==> src/rtl/alu4_pkg.sv <==
// Opcodes, FSM states and per-nibble opcode helpers shared by the word sequencer.
// cont_op turns a first-nibble opcode into the one that consumes the chained carry.
package alu4_pkg;

    localparam logic [3:0] OP_SUB = 4'b0001;
    localparam logic [3:0] OP_ADD = 4'b0011;
    localparam logic [3:0] OP_ADC = 4'b0100;
    localparam logic [3:0] OP_SBB = 4'b0101;
    localparam logic [3:0] OP_ASR = 4'b1011;
    localparam logic [3:0] OP_SHL = 4'b1100;
    localparam logic [3:0] OP_SHR = 4'b1101;
    localparam logic [3:0] OP_RCL = 4'b1110;
    localparam logic [3:0] OP_RCR = 4'b1111;

    typedef enum logic [1:0] {
        ST_IDLE = 2'd0,
        ST_RUN  = 2'd1,
        ST_DONE = 2'd2
    } state_e;

    function automatic logic [3:0] cont_op(input logic [3:0] op_in);
        logic [3:0] res;
        case (op_in)
            OP_SHL:  res = OP_RCL;
            OP_SHR:  res = OP_RCR;
            OP_ASR:  res = OP_RCR;
            OP_ADD:  res = OP_ADC;
            OP_SUB:  res = OP_SBB;
            default: res = op_in;
        endcase
        return res;
    endfunction

    function automatic logic is_right_op(input logic [3:0] op_in);
        return (op_in == OP_SHR) || (op_in == OP_RCR) || (op_in == OP_ASR);
    endfunction

endpackage

==> src/rtl/alu4_word_sequencer.sv <==
// Drives an external 4-bit ALU slice one nibble per clock to execute word-wide ops,
// chaining math/rotate carries between nibbles and assembling result and flags.
module alu4_word_sequencer
    import alu4_pkg::*;
#(
    parameter int NIBBLES = 4
) (
    input  logic                   clk,
    input  logic                   rst_n,
    input  logic                   start,
    input  logic [3:0]             op,
    input  logic [4*NIBBLES-1:0]   a,
    input  logic [4*NIBBLES-1:0]   b,
    input  logic                   cin,
    input  logic                   rcin,
    output logic                   ready,
    output logic                   done,
    output logic [4*NIBBLES-1:0]   result,
    output logic                   cout,
    output logic                   rcout,
    output logic                   ovf,
    output logic                   zero,
    output logic [3:0]             alu_a,
    output logic [3:0]             alu_b,
    output logic [3:0]             alu_op,
    output logic                   alu_cin,
    output logic                   alu_rcin,
    input  logic [3:0]             alu_out,
    input  logic                   alu_cout,
    input  logic                   alu_rcout,
    input  logic                   alu_ovf
);

    localparam int         W        = 4 * NIBBLES;
    localparam logic [2:0] LAST_IDX = 3'(NIBBLES - 1);

    state_e         state_q, state_d;
    logic [2:0]     idx_q, idx_d;
    logic [3:0]     op_q, op_d;
    logic [W-1:0]   a_q, a_d;
    logic [W-1:0]   b_q, b_d;
    logic [W-1:0]   result_q, result_d;
    logic           cout_q, cout_d;
    logic           rcout_q, rcout_d;
    logic           ovf_q, ovf_d;
    logic           zero_q, zero_d;
    logic           done_q, done_d;
    logic           ready_q, ready_d;
    logic [3:0]     alu_a_q, alu_a_d;
    logic [3:0]     alu_b_q, alu_b_d;
    logic [3:0]     alu_op_q, alu_op_d;
    logic           alu_cin_q, alu_cin_d;
    logic           alu_rcin_q, alu_rcin_d;

    logic           right_op;
    logic [2:0]     n_cur;
    logic [2:0]     n_nxt;
    logic [2:0]     n_first;

    function automatic logic [3:0] nib(input logic [W-1:0] word, input logic [2:0] sel);
        return 4'(word >> {sel, 2'b00});
    endfunction

    // Nibble positions: right ops walk MSB->LSB, all others LSB->MSB.
    always_comb begin
        right_op = is_right_op(op_q);
        if (right_op) begin
            n_cur = LAST_IDX - idx_q;
            n_nxt = LAST_IDX - idx_q - 3'd1;
        end else begin
            n_cur = idx_q;
            n_nxt = idx_q + 3'd1;
        end
        n_first = is_right_op(op) ? LAST_IDX : 3'd0;
    end

    // Next-state: ALU inputs are registered, so each edge presents the following nibble.
    always_comb begin
        state_d    = state_q;
        idx_d      = idx_q;
        op_d       = op_q;
        a_d        = a_q;
        b_d        = b_q;
        result_d   = result_q;
        cout_d     = cout_q;
        rcout_d    = rcout_q;
        ovf_d      = ovf_q;
        zero_d     = zero_q;
        done_d     = 1'b0;
        alu_a_d    = 4'h0;
        alu_b_d    = 4'h0;
        alu_op_d   = 4'h0;
        alu_cin_d  = 1'b0;
        alu_rcin_d = 1'b0;
        case (state_q)
            ST_IDLE, ST_DONE: begin
                if (start) begin
                    state_d    = ST_RUN;
                    idx_d      = 3'd0;
                    op_d       = op;
                    a_d        = a;
                    b_d        = b;
                    alu_a_d    = nib(a, n_first);
                    alu_b_d    = nib(b, n_first);
                    alu_op_d   = op;
                    alu_cin_d  = cin;
                    alu_rcin_d = rcin;
                end else begin
                    state_d = ST_IDLE;
                end
            end
            ST_RUN: begin
                for (int k = 0; k < NIBBLES; k++) begin
                    result_d[4*k +: 4] = (n_cur == 3'(k)) ? alu_out : result_q[4*k +: 4];
                end
                if (idx_q == LAST_IDX) begin
                    state_d = ST_DONE;
                    done_d  = 1'b1;
                    cout_d  = alu_cout;
                    rcout_d = alu_rcout;
                    ovf_d   = right_op ? 1'b0 : alu_ovf;
                    zero_d  = ~|result_d;
                end else begin
                    idx_d      = idx_q + 3'd1;
                    alu_a_d    = nib(a_q, n_nxt);
                    alu_b_d    = nib(b_q, n_nxt);
                    alu_op_d   = cont_op(op_q);
                    alu_cin_d  = alu_cout;
                    alu_rcin_d = alu_rcout;
                end
            end
            default: begin
                state_d = ST_IDLE;
            end
        endcase
        ready_d = (state_d != ST_RUN);
    end

    // State and output registers with synchronous active-low reset.
    always_ff @(posedge clk) begin
        if (!rst_n) begin
            state_q    <= ST_IDLE;
            idx_q      <= 3'd0;
            op_q       <= 4'h0;
            a_q        <= '0;
            b_q        <= '0;
            result_q   <= '0;
            cout_q     <= 1'b0;
            rcout_q    <= 1'b0;
            ovf_q      <= 1'b0;
            zero_q     <= 1'b1;
            done_q     <= 1'b0;
            ready_q    <= 1'b1;
            alu_a_q    <= 4'h0;
            alu_b_q    <= 4'h0;
            alu_op_q   <= 4'h0;
            alu_cin_q  <= 1'b0;
            alu_rcin_q <= 1'b0;
        end else begin
            state_q    <= state_d;
            idx_q      <= idx_d;
            op_q       <= op_d;
            a_q        <= a_d;
            b_q        <= b_d;
            result_q   <= result_d;
            cout_q     <= cout_d;
            rcout_q    <= rcout_d;
            ovf_q      <= ovf_d;
            zero_q     <= zero_d;
            done_q     <= done_d;
            ready_q    <= ready_d;
            alu_a_q    <= alu_a_d;
            alu_b_q    <= alu_b_d;
            alu_op_q   <= alu_op_d;
            alu_cin_q  <= alu_cin_d;
            alu_rcin_q <= alu_rcin_d;
        end
    end

    assign ready    = ready_q;
    assign done     = done_q;
    assign result   = result_q;
    assign cout     = cout_q;
    assign rcout    = rcout_q;
    assign ovf      = ovf_q;
    assign zero     = zero_q;
    assign alu_a    = alu_a_q;
    assign alu_b    = alu_b_q;
    assign alu_op   = alu_op_q;
    assign alu_cin  = alu_cin_q;
    assign alu_rcin = alu_rcin_q;

endmodule

==> config.mk <==
export PLATFORM = sky130hd
export DESIGN_NAME = alu4_word_sequencer
export DESIGN_NICKNAME = d
export VERILOG_FILES = /design/src/rtl/alu4_pkg.sv /design/src/rtl/alu4_word_sequencer.sv
export SDC_FILE = /design/constraint.sdc
export NUM_CORES = 1
export LEC_CHECK = 0
export ABC_AREA = 1
export ABC_CLOCK_PERIOD_IN_PS = 1900
export BUFFER_PORTS_ARGS = -buffer_cell sky130_fd_sc_hd__buf_2
export CORE_UTILIZATION = 30
export CTS_CLUSTER_DIAMETER = 120
export DETAILED_ROUTE_END_ITERATION = 6
export SETUP_SLACK_MARGIN = 0.1
export SLEW_MARGIN = 25
export SYNTH_ARGS = -nofsm -noshare
export SYNTH_HDL_FRONTEND = slang
export SYNTH_SLANG_ARGS = --single-unit
==> constraint.sdc <==
create_clock -name clk -period 1.9 [get_ports clk]
set_input_delay 0.38 -clock clk [delete_from_list [all_inputs] [get_ports clk]]
set_output_delay 0.38 -clock clk [all_outputs]
set_load 0.02 [all_outputs]
==> impl_metrics.csv <==
group,metric,value,unit
outcome,outcome,"completed",
power_and_ir_drop,p_per_area,957,nW/µm²
power_and_ir_drop,seq_power_share,41.0,%
final_layout,seq_area,1550,µm²
logic_synthesis,synth_area_per_cell,7.08,µm²
die,pin_count,84,
logic_synthesis,synth_top_area_share,43.8,%
timing,hold_violations,0,
critical_path,cp_data_required_time,2110,ps
job,maxCapViolCount,0,
power_and_ir_drop,clockPowerShare,40.1,%
drt,drt_first_pass_iters,4,
critical_path,critical_path_class,"flop to flop",
logic_synthesis,synth-compound-area-share,19.2,%
logic_synthesis,synth_area_leaders,"dfxtp_1 44%, nor2_1 12%, o21ai_0 7.4%",
power_and_ir_drop,leakage,0.00221,µW
placement,io_buffers,83,
clock_tree,cts-buffers-inserted,9,
timing,fin_skew,8.55,ps
clock_tree,clk_pin_slew,60,ps
final_layout,finalNetCount,638,
die,row_count,39,
drt,viasPerCell,4.73,
global_routing,grt-ovfl-total,0,
power_and_ir_drop,power,4420,µW
global_routing,grt_max_degree,36,
logic_synthesis,synth_top_family_by_area,"simple AND/OR/NAND/NOR gates",
clock_tree,htreeDepth,3,
clock_tree,insertion_delay,340,ps
global_routing,grt_pass1_wl,15.1,mm
placement,dp_hpwl,6.56,mm
final_layout,antenna_cells,0,
hold_path,hp-class,"primary input to flop",
final_layout,drive_above_1_share,27.1,%
power_and_ir_drop,power.switching,1270,µW
critical_path,path_delay_family,"simple AND/OR/NAND/NOR gates",
clock_tree,cts-root-buf,"clkbuf_16",
logic_synthesis,syn_nets,547,
critical_path,critPathMaxStageDelay,370,ps
logic_synthesis,synth_mux_area_share,0,%
drt,wl_met1,4.59,mm
logic_synthesis,synth-simple-area-share,26.2,%
final_layout,multiInputGateArea,1750,µm²
clock_tree,ctsHoldBuffers,0,
die,die_area,12200,µm²
timing,fin_setup_tns,0,ps
timing,maxSlewHeadroom,59.2,%
power_and_ir_drop,intPower,3150,µW
drt,dr_wl_met2,4.48,mm
logic_synthesis,ys_seq_elements,77,
drt,wl_per_cell,13.2,µm
power_and_ir_drop,comb_power_share,19.0,%
final_layout,synthToLayoutAreaGrowth,31.0,%
logic_synthesis,yosys.area.top_type,"dfxtp_1",
drt,wl,9.71,mm
die,die_w,110,µm
final_layout,final_cell_mix,"105 x nor2_1, 83 x buf_2, 73 x dfxtp_1, 67 x nand2_1, 55 x inv_1",
final_layout,fillers,1214,
critical_path,cp_max_fo,14,
drt,drcViolationCount,0,
drt,detail-route-antenna-nets,0,
clock_tree,cts_tree,"yes",
die,start_util,30.9,%
timing,worst_pin_slew,612,ps
power_and_ir_drop,vdd_drop_max,0.500,mV
critical_path,arrival,1910,ps
final_layout,final_util,40.4,%
die,core,11400,µm²
final_layout,final_common_cell,"nor2_1",
drt,drtIter0Drc,140,
critical_path,end_kind,"flop",
die,die_y,110,µm
logic_synthesis,synth-xor-area-share,0.710,%
clock_tree,cts.sinks,77,
drt,vias,3483,
timing,finalCriticalPeriod,1700,ps
drt,topRoutingLayerUsed,"met4",
logic_synthesis,yosys_warnings,0,
logic_synthesis,synth.yosys.seq_area_share,43.8,%
global_routing,antenna_found_initial,0,
critical_path,critical_path.cell_chain,"nand2_1 -> inv_2 -> nand2_4 -> nand2_4 -> nand2_8 -> buf_4 -> or2_2 -> o211ai_1 -> o31ai_1 -> nand2_1 -> a21oi_1",
global_routing,grt_pass1_vias,3165,
logic_synthesis,synthAdderAreaFrac,0.355,%
final_layout,finalInstanceArea,4620,µm²
placement,place_congestion,0.844,
logic_synthesis,synth_area,3520,µm²
logic_synthesis,synth_cells,498,
timing,setup_viol,0,
power_and_ir_drop,swShare,28.8,%
timing,rsz0062_at_grt,"true",
critical_path,crit_buf_inv,2,
global_routing,grt_usage,16.5,%
drt,met3_length,553,µm
logic_synthesis,synth_cell_types,32,
critical_path,crit_path_start_kind,"flop",
timing,whs,291,ps
critical_path,cpMaxStageDelayCell,"dfxtp_4",
timing,fmax,0.588,GHz
placement,placed_cell_area,4100,µm²
clock_tree,clockBufferDepth,2,
timing,fin_crit_sh,89.5,%
timing,drv_slew,0,
-- worst reg2reg max path: cells and delay by family, from the launching register on --
family	cells	cell delay, ps
and+or+nand+nor	6	700
DFF	1	370
buffers and inverters	2	280
AOI/OAI and AO/OA	3	230
-- kinds of logic (layout without fill, tap and decap cells) --
| family | count (synthesis) | after routing |
|---|---|---|
| AO/OA/AOI/OAI | 118 | 118 |
| XOR/XNOR | 2 | 2 |
| adder cells (fa/ha/maj) | 1 | 1 |
| buffers and inverters | 85 | 179 |
| flip-flops | 77 | 77 |
| AND/OR/NAND/NOR | 215 | 217 |
-- final cells by class --
cell class                 instances  area share [%]
sequential                        77            33.6
timing repair buffer             104            13.0
multi-input combinational        338            37.9
clock buffer                      11            5.47
inverter                          59            4.91
clock inverter                     5            1.27
tap                              143            3.88
-- power by group through the flow --
stage / sequential [µW] / combinational [µW] / clock (µW)
floorplan: 1900 / 470 / 0
global placement: 1840 / 753 / 0
detailed placement: 1840 / 764 / 0
CTS: 1810 / 769 / 1820
global route: 1820 / 939 / 1890
finish: 1810 / 839 / 1770
-- path summary, 6_finish.rpt --
check / startpoint / to / slack (ps) / cells past startpoint
worst max-delay path: op_q[3]$_SDFFE_PN0P_ / alu_b[2]$_SDFF_PN0_ / 200 / 11
worst min-delay path: alu_rcout / rcout$_SDFFE_PN0P_ / 290 / 3
worst max register to register: op_q[3]$_SDFFE_PN0P_ / alu_b[2]$_SDFF_PN0_ / 200 / 11
worst min register to register: ovf$_SDFFE_PN0P_ / ovf$_SDFFE_PN0P_ / 470 / 2
-- what timing repair did --
action / CTS / global route
gates cloned: 0 / 2
pin swaps: 0 / 9
resized for setup: 1 / 35
buffers inserted: 0 / 9
endpoints found under the hold margin: 0 / 0
setup endpoints to repair: 3 / 13
-- metrics by stage --
step / worst slack (ps) / std cells
finish: 200 / 737
global route: 82.0 / 737
floorplan: 383 / 498
CTS: 125 / 726
global placement: 157 / 710
detailed placement: 74.2 / 710
-- per-layer routing --
metal  up-vias  global-route usage, %
met5         -                      0
met1      1596                   20.8
li1       1799                      -
met4         0                   6.30
met2        81                   26.2
met3         7                   5.06
-- sequential cells by signal, indices dropped and copies added (netlist names), 2 cells and up --
| signal | count |
|---|---|
| a_q | 16 |
| alu_a | 4 |
| alu_b | 4 |
| alu_op | 4 |
| b_q | 16 |
| idx_q | 3 |
| op_q | 4 |
| result | 16 |
| state_q | 2 |
-- Yosys cell counts, drive strengths merged --
library cell and count:
o221ai 1, a21oi 31, nand4 10, nor2 111, o21ai 56, nand2 75
nor3 1, a211oi 3, buf 6, ha 1, o31ai 8, and2 1
clkbuf 20, inv 59, or2 6, xor2 1, dfxtp 77, nand3 11
xnor2 1, o211ai 17, o311ai 2
No activity file was read; power rests on OpenSTA's default activity.
